==> src/rtl/fp16_pkg.sv <==
// FP16 helpers shared by the operand packer: the identity value, the word type
// and the lane-to-bit-slice mapping used on the packed output bus.
package fp16_pkg;

  localparam int unsigned FP16_W   = 16;
  localparam logic [15:0] FP16_ONE = 16'h3C00;

  typedef logic [FP16_W-1:0] fp16_t;

  // MSB index of lane k in a bus of `lanes` words; lane 0 is the top slice.
  function automatic int unsigned lane_msb(input int unsigned lanes, input int unsigned k);
    return FP16_W * (lanes - k) - 1;
  endfunction

endpackage

==> src/rtl/operand_packer_if.sv <==
// Operand stream in / packed beat out, as seen by the packer (slave) and by
// whoever drives and consumes it (master).
interface operand_packer_if #(
  parameter int unsigned n = 4
);
  import fp16_pkg::*;

  fp16_t               idata;
  logic                ivalid;
  logic                iready;
  logic                istart;
  logic                ilast;
  logic [FP16_W*n-1:0] odata;
  logic [n-1:0]        oselect;
  logic                ovalid;
  logic                oready;
  logic                ostart;
  logic                olast;
  logic                oerr;

  modport slave (
    input  idata, ivalid, istart, ilast, oready,
    output iready, odata, oselect, ovalid, ostart, olast, oerr
  );

  modport master (
    output idata, ivalid, istart, ilast, oready,
    input  iready, odata, oselect, ovalid, ostart, olast, oerr
  );

endinterface

==> src/rtl/operand_out_reg.sv <==
// Single-entry valid/ready holding register for one packed beat. The caller
// only asserts i_load when the entry is empty or draining this cycle.
module operand_out_reg
  import fp16_pkg::*;
#(
  parameter int unsigned n   = 4,
  parameter fp16_t       PAD = FP16_ONE
) (
  input  logic                clk,
  input  logic                rst,
  input  logic                i_load,
  input  logic [FP16_W*n-1:0] i_data,
  input  logic [n-1:0]        i_select,
  input  logic                i_start,
  input  logic                i_last,
  input  logic                i_ready,
  output logic                o_valid,
  output logic [FP16_W*n-1:0] o_data,
  output logic [n-1:0]        o_select,
  output logic                o_start,
  output logic                o_last
);

  logic                r_valid;
  logic [FP16_W*n-1:0] r_data;
  logic [n-1:0]        r_select;
  logic                r_start;
  logic                r_last;

  // Load a new beat, or drop valid once the current one is taken.
  always_ff @(posedge clk) begin
    if (rst) begin
      r_valid  <= 1'b0;
      r_data   <= {n{PAD}};
      r_select <= '0;
      r_start  <= 1'b0;
      r_last   <= 1'b0;
    end else if (i_load) begin
      r_valid  <= 1'b1;
      r_data   <= i_data;
      r_select <= i_select;
      r_start  <= i_start;
      r_last   <= i_last;
    end else if (r_valid && i_ready) begin
      r_valid  <= 1'b0;
    end
  end

  assign o_valid  = r_valid;
  assign o_data   = r_data;
  assign o_select = r_select;
  assign o_start  = r_start;
  assign o_last   = r_last;

endmodule

==> src/rtl/operand_packer.sv <==
// Serial-to-parallel FP16 packer: gathers up to n words of a framed stream into
// one beat for the multiplier tree, padding unused lanes with the identity.
module operand_packer
  import fp16_pkg::*;
#(
  parameter int unsigned n   = 4,
  parameter fp16_t       PAD = FP16_ONE
) (
  input  logic             aclk,
  input  logic             areset,
  operand_packer_if.slave  bus
);

  localparam int unsigned CW = $clog2(n);
  localparam int unsigned FW = $clog2(n + 1);
  localparam int unsigned DW = FP16_W * n;

  // Collect buffer; while r_pend is set it holds a complete group waiting
  // for the output register.
  fp16_t           r_lane [n];
  logic [CW-1:0]   r_count;
  logic            r_sop;
  logic            r_pend;
  logic            r_pend_last;
  logic [FW-1:0]   r_pend_fill;
  logic            r_oerr;

  logic            w_accept;
  logic            w_out_free;
  logic            w_err;
  logic            w_complete;
  logic            w_load;
  logic            w_sop;
  logic [CW-1:0]   w_base;
  logic [FW-1:0]   w_fill;
  fp16_t           w_lanes    [n];
  fp16_t           w_src_lane [n];
  logic [FW-1:0]   w_src_fill;
  logic            w_src_sop;
  logic            w_src_last;
  logic [DW-1:0]   w_beat_data;
  logic [n-1:0]    w_beat_sel;

  assign bus.iready = !r_pend && !areset;
  assign bus.oerr   = r_oerr;

  assign w_accept   = bus.ivalid && bus.iready;
  assign w_out_free = !bus.ovalid || bus.oready;

  // A start word arriving mid-group drops the partial group and restarts at lane 0.
  assign w_err      = w_accept && bus.istart && (r_count != '0);
  assign w_base     = w_err ? '0 : r_count;
  assign w_fill     = FW'(w_base) + FW'(1);
  assign w_sop      = bus.istart || r_sop;
  assign w_complete = w_accept && ((w_base == CW'(n - 1)) || bus.ilast);

  // A held group always has priority; no word is accepted while it waits.
  assign w_load     = r_pend ? w_out_free : (w_complete && w_out_free);

  assign w_src_fill = r_pend ? r_pend_fill : w_fill;
  assign w_src_sop  = r_pend ? r_sop       : w_sop;
  assign w_src_last = r_pend ? r_pend_last : bus.ilast;

  // Per-lane merge of the incoming word and beat formation with identity padding.
  for (genvar k = 0; k < n; k++) begin : g_lane
    assign w_lanes[k]    = (w_base == CW'(k)) ? bus.idata : r_lane[k];
    assign w_src_lane[k] = r_pend ? r_lane[k] : w_lanes[k];
    assign w_beat_data[lane_msb(n, k) -: FP16_W] =
      (FW'(k) < w_src_fill) ? w_src_lane[k] : PAD;
    assign w_beat_sel[n-1-k] = (FW'(k) < w_src_fill);
  end

  // Collect, framing and pending-group bookkeeping.
  always_ff @(posedge aclk) begin
    if (areset) begin
      for (int unsigned k = 0; k < n; k++) r_lane[k] <= PAD;
      r_count     <= '0;
      r_sop       <= 1'b0;
      r_pend      <= 1'b0;
      r_pend_last <= 1'b0;
      r_pend_fill <= '0;
      r_oerr      <= 1'b0;
    end else begin
      r_oerr <= w_err;
      if (r_pend) begin
        if (w_out_free) begin
          r_pend  <= 1'b0;
          r_count <= '0;
          r_sop   <= 1'b0;
        end
      end else if (w_accept) begin
        for (int unsigned k = 0; k < n; k++) r_lane[k] <= w_lanes[k];
        if (w_complete) begin
          r_count <= '0;
          if (w_out_free) begin
            r_sop <= 1'b0;
          end else begin
            r_pend      <= 1'b1;
            r_pend_fill <= w_fill;
            r_pend_last <= bus.ilast;
            r_sop       <= w_sop;
          end
        end else begin
          r_count <= w_base + CW'(1);
          r_sop   <= w_sop;
        end
      end
    end
  end

  operand_out_reg #(
    .n   (n),
    .PAD (PAD)
  ) u_out_reg (
    .clk      (aclk),
    .rst      (areset),
    .i_load   (w_load),
    .i_data   (w_beat_data),
    .i_select (w_beat_sel),
    .i_start  (w_src_sop),
    .i_last   (w_src_last),
    .i_ready  (bus.oready),
    .o_valid  (bus.ovalid),
    .o_data   (bus.odata),
    .o_select (bus.oselect),
    .o_start  (bus.ostart),
    .o_last   (bus.olast)
  );

endmodule

==> src/flat_wrapper.sv <==
// flat-port wrapper written by rule: the top's interface ports become plain ports
module operand_packer_flat import fp16_pkg::*;
#(
  parameter int unsigned n   = 4,
  parameter fp16_t       PAD = FP16_ONE
)
  (aclk, areset, bus_idata, bus_ivalid, bus_istart, bus_ilast, bus_oready, bus_iready, bus_odata, bus_oselect, bus_ovalid, bus_ostart, bus_olast, bus_oerr);
  operand_packer_if #(.n(n)) bus_i ();
  input  logic aclk;
  input  logic areset;
  input wire logic [$bits(bus_i.idata)-1:0] bus_idata;
  input wire logic [$bits(bus_i.ivalid)-1:0] bus_ivalid;
  input wire logic [$bits(bus_i.istart)-1:0] bus_istart;
  input wire logic [$bits(bus_i.ilast)-1:0] bus_ilast;
  input wire logic [$bits(bus_i.oready)-1:0] bus_oready;
  output wire logic [$bits(bus_i.iready)-1:0] bus_iready;
  output wire logic [$bits(bus_i.odata)-1:0] bus_odata;
  output wire logic [$bits(bus_i.oselect)-1:0] bus_oselect;
  output wire logic [$bits(bus_i.ovalid)-1:0] bus_ovalid;
  output wire logic [$bits(bus_i.ostart)-1:0] bus_ostart;
  output wire logic [$bits(bus_i.olast)-1:0] bus_olast;
  output wire logic [$bits(bus_i.oerr)-1:0] bus_oerr;
  assign bus_i.idata = bus_idata;
  assign bus_i.ivalid = bus_ivalid;
  assign bus_i.istart = bus_istart;
  assign bus_i.ilast = bus_ilast;
  assign bus_i.oready = bus_oready;
  assign bus_iready = bus_i.iready;
  assign bus_odata = bus_i.odata;
  assign bus_oselect = bus_i.oselect;
  assign bus_ovalid = bus_i.ovalid;
  assign bus_ostart = bus_i.ostart;
  assign bus_olast = bus_i.olast;
  assign bus_oerr = bus_i.oerr;
  operand_packer #(.n(n), .PAD(PAD)) u_core (.aclk(aclk), .areset(areset), .bus(bus_i));
endmodule
==> config.mk <==
export PLATFORM = sky130hd
export DESIGN_NAME = operand_packer_flat
export DESIGN_NICKNAME = d
export VERILOG_FILES = /design/src/rtl/fp16_pkg.sv /design/src/rtl/operand_packer_if.sv /design/src/rtl/operand_out_reg.sv /design/src/rtl/operand_packer.sv /design/src/flat_wrapper.sv
export SDC_FILE = /design/constraint.sdc
export NUM_CORES = 1
export LEC_CHECK = 0
export CELL_PAD_IN_SITES_DETAIL_PLACEMENT = 0
export CELL_PAD_IN_SITES_GLOBAL_PLACEMENT = 1
export CORE_MARGIN = 1.5
export CORE_UTILIZATION = 40
export DETAILED_ROUTE_END_ITERATION = 12
export MAX_ROUTING_LAYER = met4
export PLACE_DENSITY_LB_ADDON = 0.1
export RECOVER_POWER = 50
export SETUP_SLACK_MARGIN = 0.02
export SKIP_LAST_GASP = 1
export SLEW_MARGIN = 10
export SYNTH_ARGS = -nofsm -noshare
export SYNTH_HDL_FRONTEND = slang
export SYNTH_SLANG_ARGS = --single-unit
==> constraint.sdc <==
create_clock -name aclk -period 4.2 [get_ports aclk]
set_clock_uncertainty 0.1 [all_clocks]
set_input_delay 0.42 -clock aclk [delete_from_list [all_inputs] [get_ports aclk]]
set_output_delay 0.42 -clock aclk [all_outputs]
set_load 0.02 [all_outputs]
==> out/qor.yml, run 1 <==
worst_pin_slew_ns: 1.81
cts_sinks: 144
antenna_found_initial: 0
synth_seq_cells: 144
ant_nets: 0
ios: 95
cts_max_path_buffers: 2
grt_pass1_vias: 4471
min_path_cells: 1
final_layout_size_suffix_gt1_frac: 0.110
areaGrowthSynthToFinish_pct: 26.0
grt_util_all_layers: 0.198
power_density_nw_per_um2: 413
status: "finished, violations left"
p_int_w: 0.00256
fin_crit_ns: 3.47
crit_required_ns: 4.11
synth_most_common_cell: "mux2i_1"
setup_tns_ns: 0
min_period_over_period: 0.825
synth_cell_type_count: 42
async_flop_share: 0
cts_tree: "done"
whs_ns: 0.354
pwr-share-clk: 0.454
port_buffers: 94
die_x_um: 129
place_hpwl_um: 9630
setup.worst_path.end: "u_core.r_lane[0][4]"
via_count: 4350
core_area_um2: 15400
final_hold_viol_count: 0
critPathLaunchType: "input port"
ys_top_cells_by_count: "mux2i_1, dfxtp_1, edfxtp_1, nor2_1, o2bb2ai_1"
rows: 45
fmax_mhz: 289
die_area_um2: 16700
syn_inst: 529
max_stage_delay_ns: 1.30
drtIter0Drc: 315
failed_checks: "max-capacitance violations, max-slew violations"
crit_arrival_ns: 3.38
min_path_type: "reg2reg"
p_comb_frac: 0.081
clkSlewWorstSetupHoldPaths_ns: 0.06
cts_made_buffers: 17
path_class: "in2reg"
r2r_slack_ns: 0.78
grt_max_degree: 65
cpMaxStageDelayCell: "clkbuf_2"
grt_pass1_wl_um: 24400
synth-edff-count: 64
syn_avg_cell_area_um2: 12.0
wl_per_cell_um: 18.4
seqPwrFrac: 0.465
rr_startpoint: "u_core.r_pend"
clock_latency_ns: 0.43
synth_flop_cell: "dfxtp_1"
yosys_warnings: 0
drt-total-wl_um: 15300
slew_violations: 65
rsz0062_at_grt: "no"
path_cells: "dlygate4sd3_1 -> clkbuf_1 -> or3b_2 -> nand2b_2 -> clkbuf_2"
yosysTopAreaCellShare: 0.302
ir_worst_vdd_v: 0.000288
htreeDepth: 4
fin_nets: 630
cts_setup_buffers: 0
drc_errors: 0
gp_congestion: 0.793
worst-r2r-cell-count: 8
via_per_inst: 5.25
timing.final.setup_violations: 0
start_util: 0.415
worstSetupEndpointType: "flop"
cts_hold_buf: 0
cts_root_buf: "clkbuf_16"
synthesis.nets: 555
crit_start: "areset"
antenna_cells: 0
worst-path-max-fanout: 64
cap_violations: 1
die_h_um: 129
globalRouteOverflowTotal: 0
synth_area_um2: 6370
cts_resized: 0
drt_first_pass_iters: 4
worst_r2r_endpoint: "u_core.u_out_reg.o_data[42]"
swShare: 0.230
relSlewSlack: -0.206
p_sw_w: 0.000762
synth_top_area_cell: "edfxtp_1"
seq_area_frac_synth: 0.553
p_leak_nw: 3.18
synth.area.top_cells: "edfxtp_1, dfxtp_1, mux2i_1, o2bb2ai_1, nor2_1"
[logic make-up after synthesis]
kind of cell               count (synthesis)  share of synthesized area
AOI/OAI and AO/OA                         91                      0.117
and+or+nand+nor                          105                     0.0744
buffers and inverters                     53                     0.0373
DFF                                      144                      0.553
muxes                                    132                      0.210
adders and majority gates                  4                    0.00785
[cell usage in the layout (no fill, tap or decap), drive strengths merged, types with 17 or more instances in the layout]
cell type      synthesis  routed
clkbuf                16      25
clkdlybuf4s50          0      20
dfxtp                 80      80
dlygate4sd3            0      74
edfxtp                64      64
mux2i                116     116
nand2                 22      22
nor2                  64      64
o22a                  17      17
o2bb2ai               48      48
[sequential cells by signal, summed over array words and instances (netlist names)]
register	count
u_core.bus.oerr	1
u_core.u_out_reg.o_start	1
u_core.r_pend_last	1
u_core.u_out_reg.o_select	4
u_core.u_out_reg.o_last	1
u_core.u_out_reg.o_data	64
u_core.r_pend	1
u_core.u_out_reg.o_valid	1
u_core.r_pend_fill	3
u_core.r_count	2
u_core.r_lane	64
u_core.r_sop	1
[through the flow]
step	power [W]	cells	util	setup slack, ns	area (µm²)
floorplan	0.00175	529	-	0.934	6370
global placement	0.00184	796	0.484	0.482	7450
detailed placement	0.00185	796	0.484	0.371	7450
CTS	0.00336	828	0.523	0.763	8040
global route	0.00344	828	0.523	0.468	8030
finish	0.00332	828	0.523	0.735	8030
[layout make-up]
class	instances	area (µm²)
fillers	1366	7340
flip-flops and latches	144	3520
multi-input cells	332	2630
repair buffers	104	1010
clock buffers	22	484
well taps	211	264
clock inverters	10	109
inverters	5	18.8
[worst min-delay path by stage]
| stage | startpoint | to | slack [ns] |
|---|---|---|---|
| floorplan | u_core.r_sop | u_core.r_sop | 0.34 |
| global placement | u_core.u_out_reg.o_data[3] | u_core.u_out_reg.o_data[3] | 0.35 |
| detailed placement | u_core.u_out_reg.o_data[50] | u_core.u_out_reg.o_data[50] | 0.35 |
| CTS | u_core.u_out_reg.o_data[40] | u_core.u_out_reg.o_data[40] | 0.36 |
| global route | u_core.u_out_reg.o_data[3] | u_core.u_out_reg.o_data[3] | 0.37 |
| finish | u_core.u_out_reg.o_data[40] | u_core.u_out_reg.o_data[40] | 0.35 |
[power groups by stage]
stage,registers (W),logic [W],clock network [W]
CTS,0.00154,0.000277,0.00154
detailed placement,0.00157,0.000275,0
finish,0.00154,0.000268,0.00151
global placement,0.00157,0.000273,0
global route,0.00155,0.000292,0.00160
floorplan,0.00158,0.000170,0
[worst max-delay path, delay by kind of cell]
family | cells | cell delay [ns]
buf+inv | 3 | 2.24
simple gates | 2 | 0.68
[layer usage]
layer | share of wire | vias up | global-route usage
met5 | 0 | - | -
met4 | 0.013 | 0 | 0.0654
met3 | 0.037 | 16 | 0.0442
met2 | 0.47 | 95 | 0.314
met1 | 0.48 | 2135 | 0.252
li1 | - | 2104 | -
No activity file was read; power rests on OpenSTA's default activity.
==> run 2: changes to the inputs <==
==> constraint.sdc (replaced) <==
create_clock -name aclk -period 3.58 [get_ports aclk]
set_clock_uncertainty 0.1 [all_clocks]
set_input_delay 0.358 -clock aclk [delete_from_list [all_inputs] [get_ports aclk]]
set_output_delay 0.358 -clock aclk [all_outputs]
set_load 0.02 [all_outputs]
==> run 2 against run 1 <==
  * The run now ends clean
  * First-iteration DRC count shrank 18%
  * Sequential power up 18%
  * Register-to-register slack got worse by 0.07 ns
  * Worst hold slack gained 0.0011 ns
  * Sequential share of layout area fell by 0.69 points
  * Utilization up 0.84 points
  * Clock power rose by 32%
  * Critical path depth rose by 4
  * Global-route usage fell by 0.31 points
  * Critical path type unchanged
  * Critical endpoint is now u_core.u_out_reg.o_data[25]
  * Largest cell class unchanged
  * Highest routed layer unchanged
==> out/qor.yml, run 2 (synthesis gave the netlist of run 1 again) <==
status: "finished, final reports clean"
seqCellArea_um2: 3520  # unchanged
final_area_um2: 8160  # +1.6%
gp_congestion: 0.788  # -0.63%
globalRouteOverflowTotal: 0  # unchanged
final_cell_mix: "mux2i_1, dfxtp_1, dlygate4sd3_1, nor2_1, edfxtp_1"
crit_start: "areset"
drt_first_pass_iters: 4  # unchanged
die_area_um2: 16700  # unchanged
dp_slack_ns: 0.304  # -0.0666 ns
ant_nets: 0  # unchanged
cts_resized: 0  # unchanged
wl_met1_um: 7120  # -2.2%
ios: 95  # unchanged
via_per_inst: 5.27  # +0.23%
drtIter0Drc: 257  # -18%
min_path_type: "reg2reg"
crit_required_ns: 3.82  # -0.29 ns
cts_hold_buf: 0  # unchanged
timing.final.setup_violations: 0  # unchanged
worst-r2r-cell-count: 8  # unchanged
die_x_um: 129  # unchanged
grt_pass1_vias: 4343  # -2.9%
core_area_um2: 15400  # unchanged
final_hold_viol_count: 0  # unchanged
port_buffers: 94  # unchanged
cts_sinks: 144  # unchanged
areaGrowthSynthToFinish_pct: 28.0
setup_tns_ns: 0  # unchanged
grt_util_all_layers: 0.195  # -0.00306
relSlewSlack: 0.145  # +0.351
slew_violations: 0  # -100%
min_path_cells: 1  # unchanged
worstSetupEndpointType: "flop"
critPathLaunchType: "input port"
nFillCells: 1389  # +1.7%
wl_met2_um: 7210  # -0.15%
fin_crit_ns: 3.06
rsz0062_at_grt: "no"
p_leak_nw: 3.25  # +1.9%
via_count: 4397  # +1.1%
antenna_cells: 0  # unchanged
min_period_over_period: 0.855
worst_r2r_endpoint: "u_core.u_out_reg.o_data[25]"
final_common_cell: "mux2i_1"
worst-path-max-fanout: 48  # -25%
multiInputGateArea_um2: 2610  # -0.62%
drt-total-wl_um: 15100  # -0.98%
cap_violations: 0  # -1
cts_setup_buffers: 0  # unchanged
routed-wl-met3_um: 596  # +5.9%
drc_errors: 0  # unchanged
p_total_w: 0.00412  # +24%
fin_nets: 637  # +1.1%
cts_root_buf: "clkbuf_16"
final_layout_size_suffix_gt1_frac: 0.112  # +0.00197
wl_per_cell_um: 18.1  # -1.8%
rows: 45  # unchanged
setup.worst_path.end: "u_core.u_out_reg.o_data[25]"
dpl-instance-area_um2: 7520  # +1.0%
setup_slack_ns: 0.518  # -0.217 ns
htreeDepth: 4  # unchanged
path_class: "in2reg"
grt_pass1_wl_um: 23900  # -1.9%
rr_startpoint: "u_core.r_pend"
power_density_nw_per_um2: 505  # +22%
grt_max_degree: 52  # -20%
start_util: 0.415  # unchanged
cts_tree: "done"
dr.max_layer_used: "met4"
r2r_slack_ns: 0.71  # -0.07 ns
clkSlewWorstSetupHoldPaths_ns: 0.06  # about the same
place_hpwl_um: 9970  # +3.5%
fmax_mhz: 327
cts_max_path_buffers: 2  # unchanged
worst_pin_slew_ns: 1.28  # -0.527 ns
antenna_found_initial: 0  # unchanged
die_h_um: 129  # unchanged
cts_made_buffers: 17  # unchanged
clock_latency_ns: 0.42  # about the same
crit_arrival_ns: 3.31  # -0.07 ns
ir_worst_vdd_v: 0.000343  # +19%
[run 2: cell types whose count changed in the layout (fill, tap and decap cells not counted), sizes merged]
cell | previous run | this run
buf | 7 | 14
clkinv | 8 | 6
clkbuf | 25 | 24
clkdlybuf4s50 | 20 | 19
bufinv | 2 | 5
dlygate4sd3 | 74 | 75
[run 2: power by group]
group	internal, W	switching, W	total, W
Sequential	0.00178	0.0000312	0.00181
Combinational	0.000132	0.000190	0.000322
Clock	0.00131	0.000679	0.00199
[run 2: layout make-up]
cell class / instances / area share
repair buffers: 111 / 0.133
multi-input cells: 332 / 0.320
clock buffers: 21 / 0.0590
flip-flops and latches: 144 / 0.432
clock inverters: 11 / 0.0222
well taps: 211 / 0.0324
inverters: 5 / 0.00230
[run 2: stage by stage]
step	hold WS, ns	instances	util
2_1_floorplan	0.338	529	-
3_3_place_gp	0.347	803	0.490
3_5_place_dp	0.350	803	0.490
4_1_cts	0.364	835	0.533
5_1_grt	0.370	835	0.531
6_report	0.355	835	0.531
[run 2: worst max-delay path, stage by stage]
cell	delay [ns]
dlygate4sd3_1	0.55
nand4bb_1	0.33
and2_0	0.31
ha_1	0.26
nor2_1	0.32
o21ai_2	0.27
a21oi_4	0.17
buf_4	0.48
o2bb2ai_1	0.19
[run 2: how the worst min path moves through the flow]
stage,from,end,slack [ns]
final,u_core.u_out_reg.o_data[8],u_core.u_out_reg.o_data[8],0.35
after global routing,u_core.u_out_reg.o_data[4],u_core.u_out_reg.o_data[4],0.37
after CTS,u_core.u_out_reg.o_data[4],u_core.u_out_reg.o_data[4],0.36
after detailed placement,u_core.u_out_reg.o_data[4],u_core.u_out_reg.o_data[4],0.35
after global placement,u_core.u_out_reg.o_data[8],u_core.u_out_reg.o_data[8],0.35
after floorplan,u_core.r_sop,u_core.r_sop,0.34
[run 2: metal layers]
metal  track usage  vias to the layer above
met1         0.247                     2161
li1              -                     2115
met3        0.0479                       18
met5             -                        -
met2         0.305                      103
met4        0.0674                        0
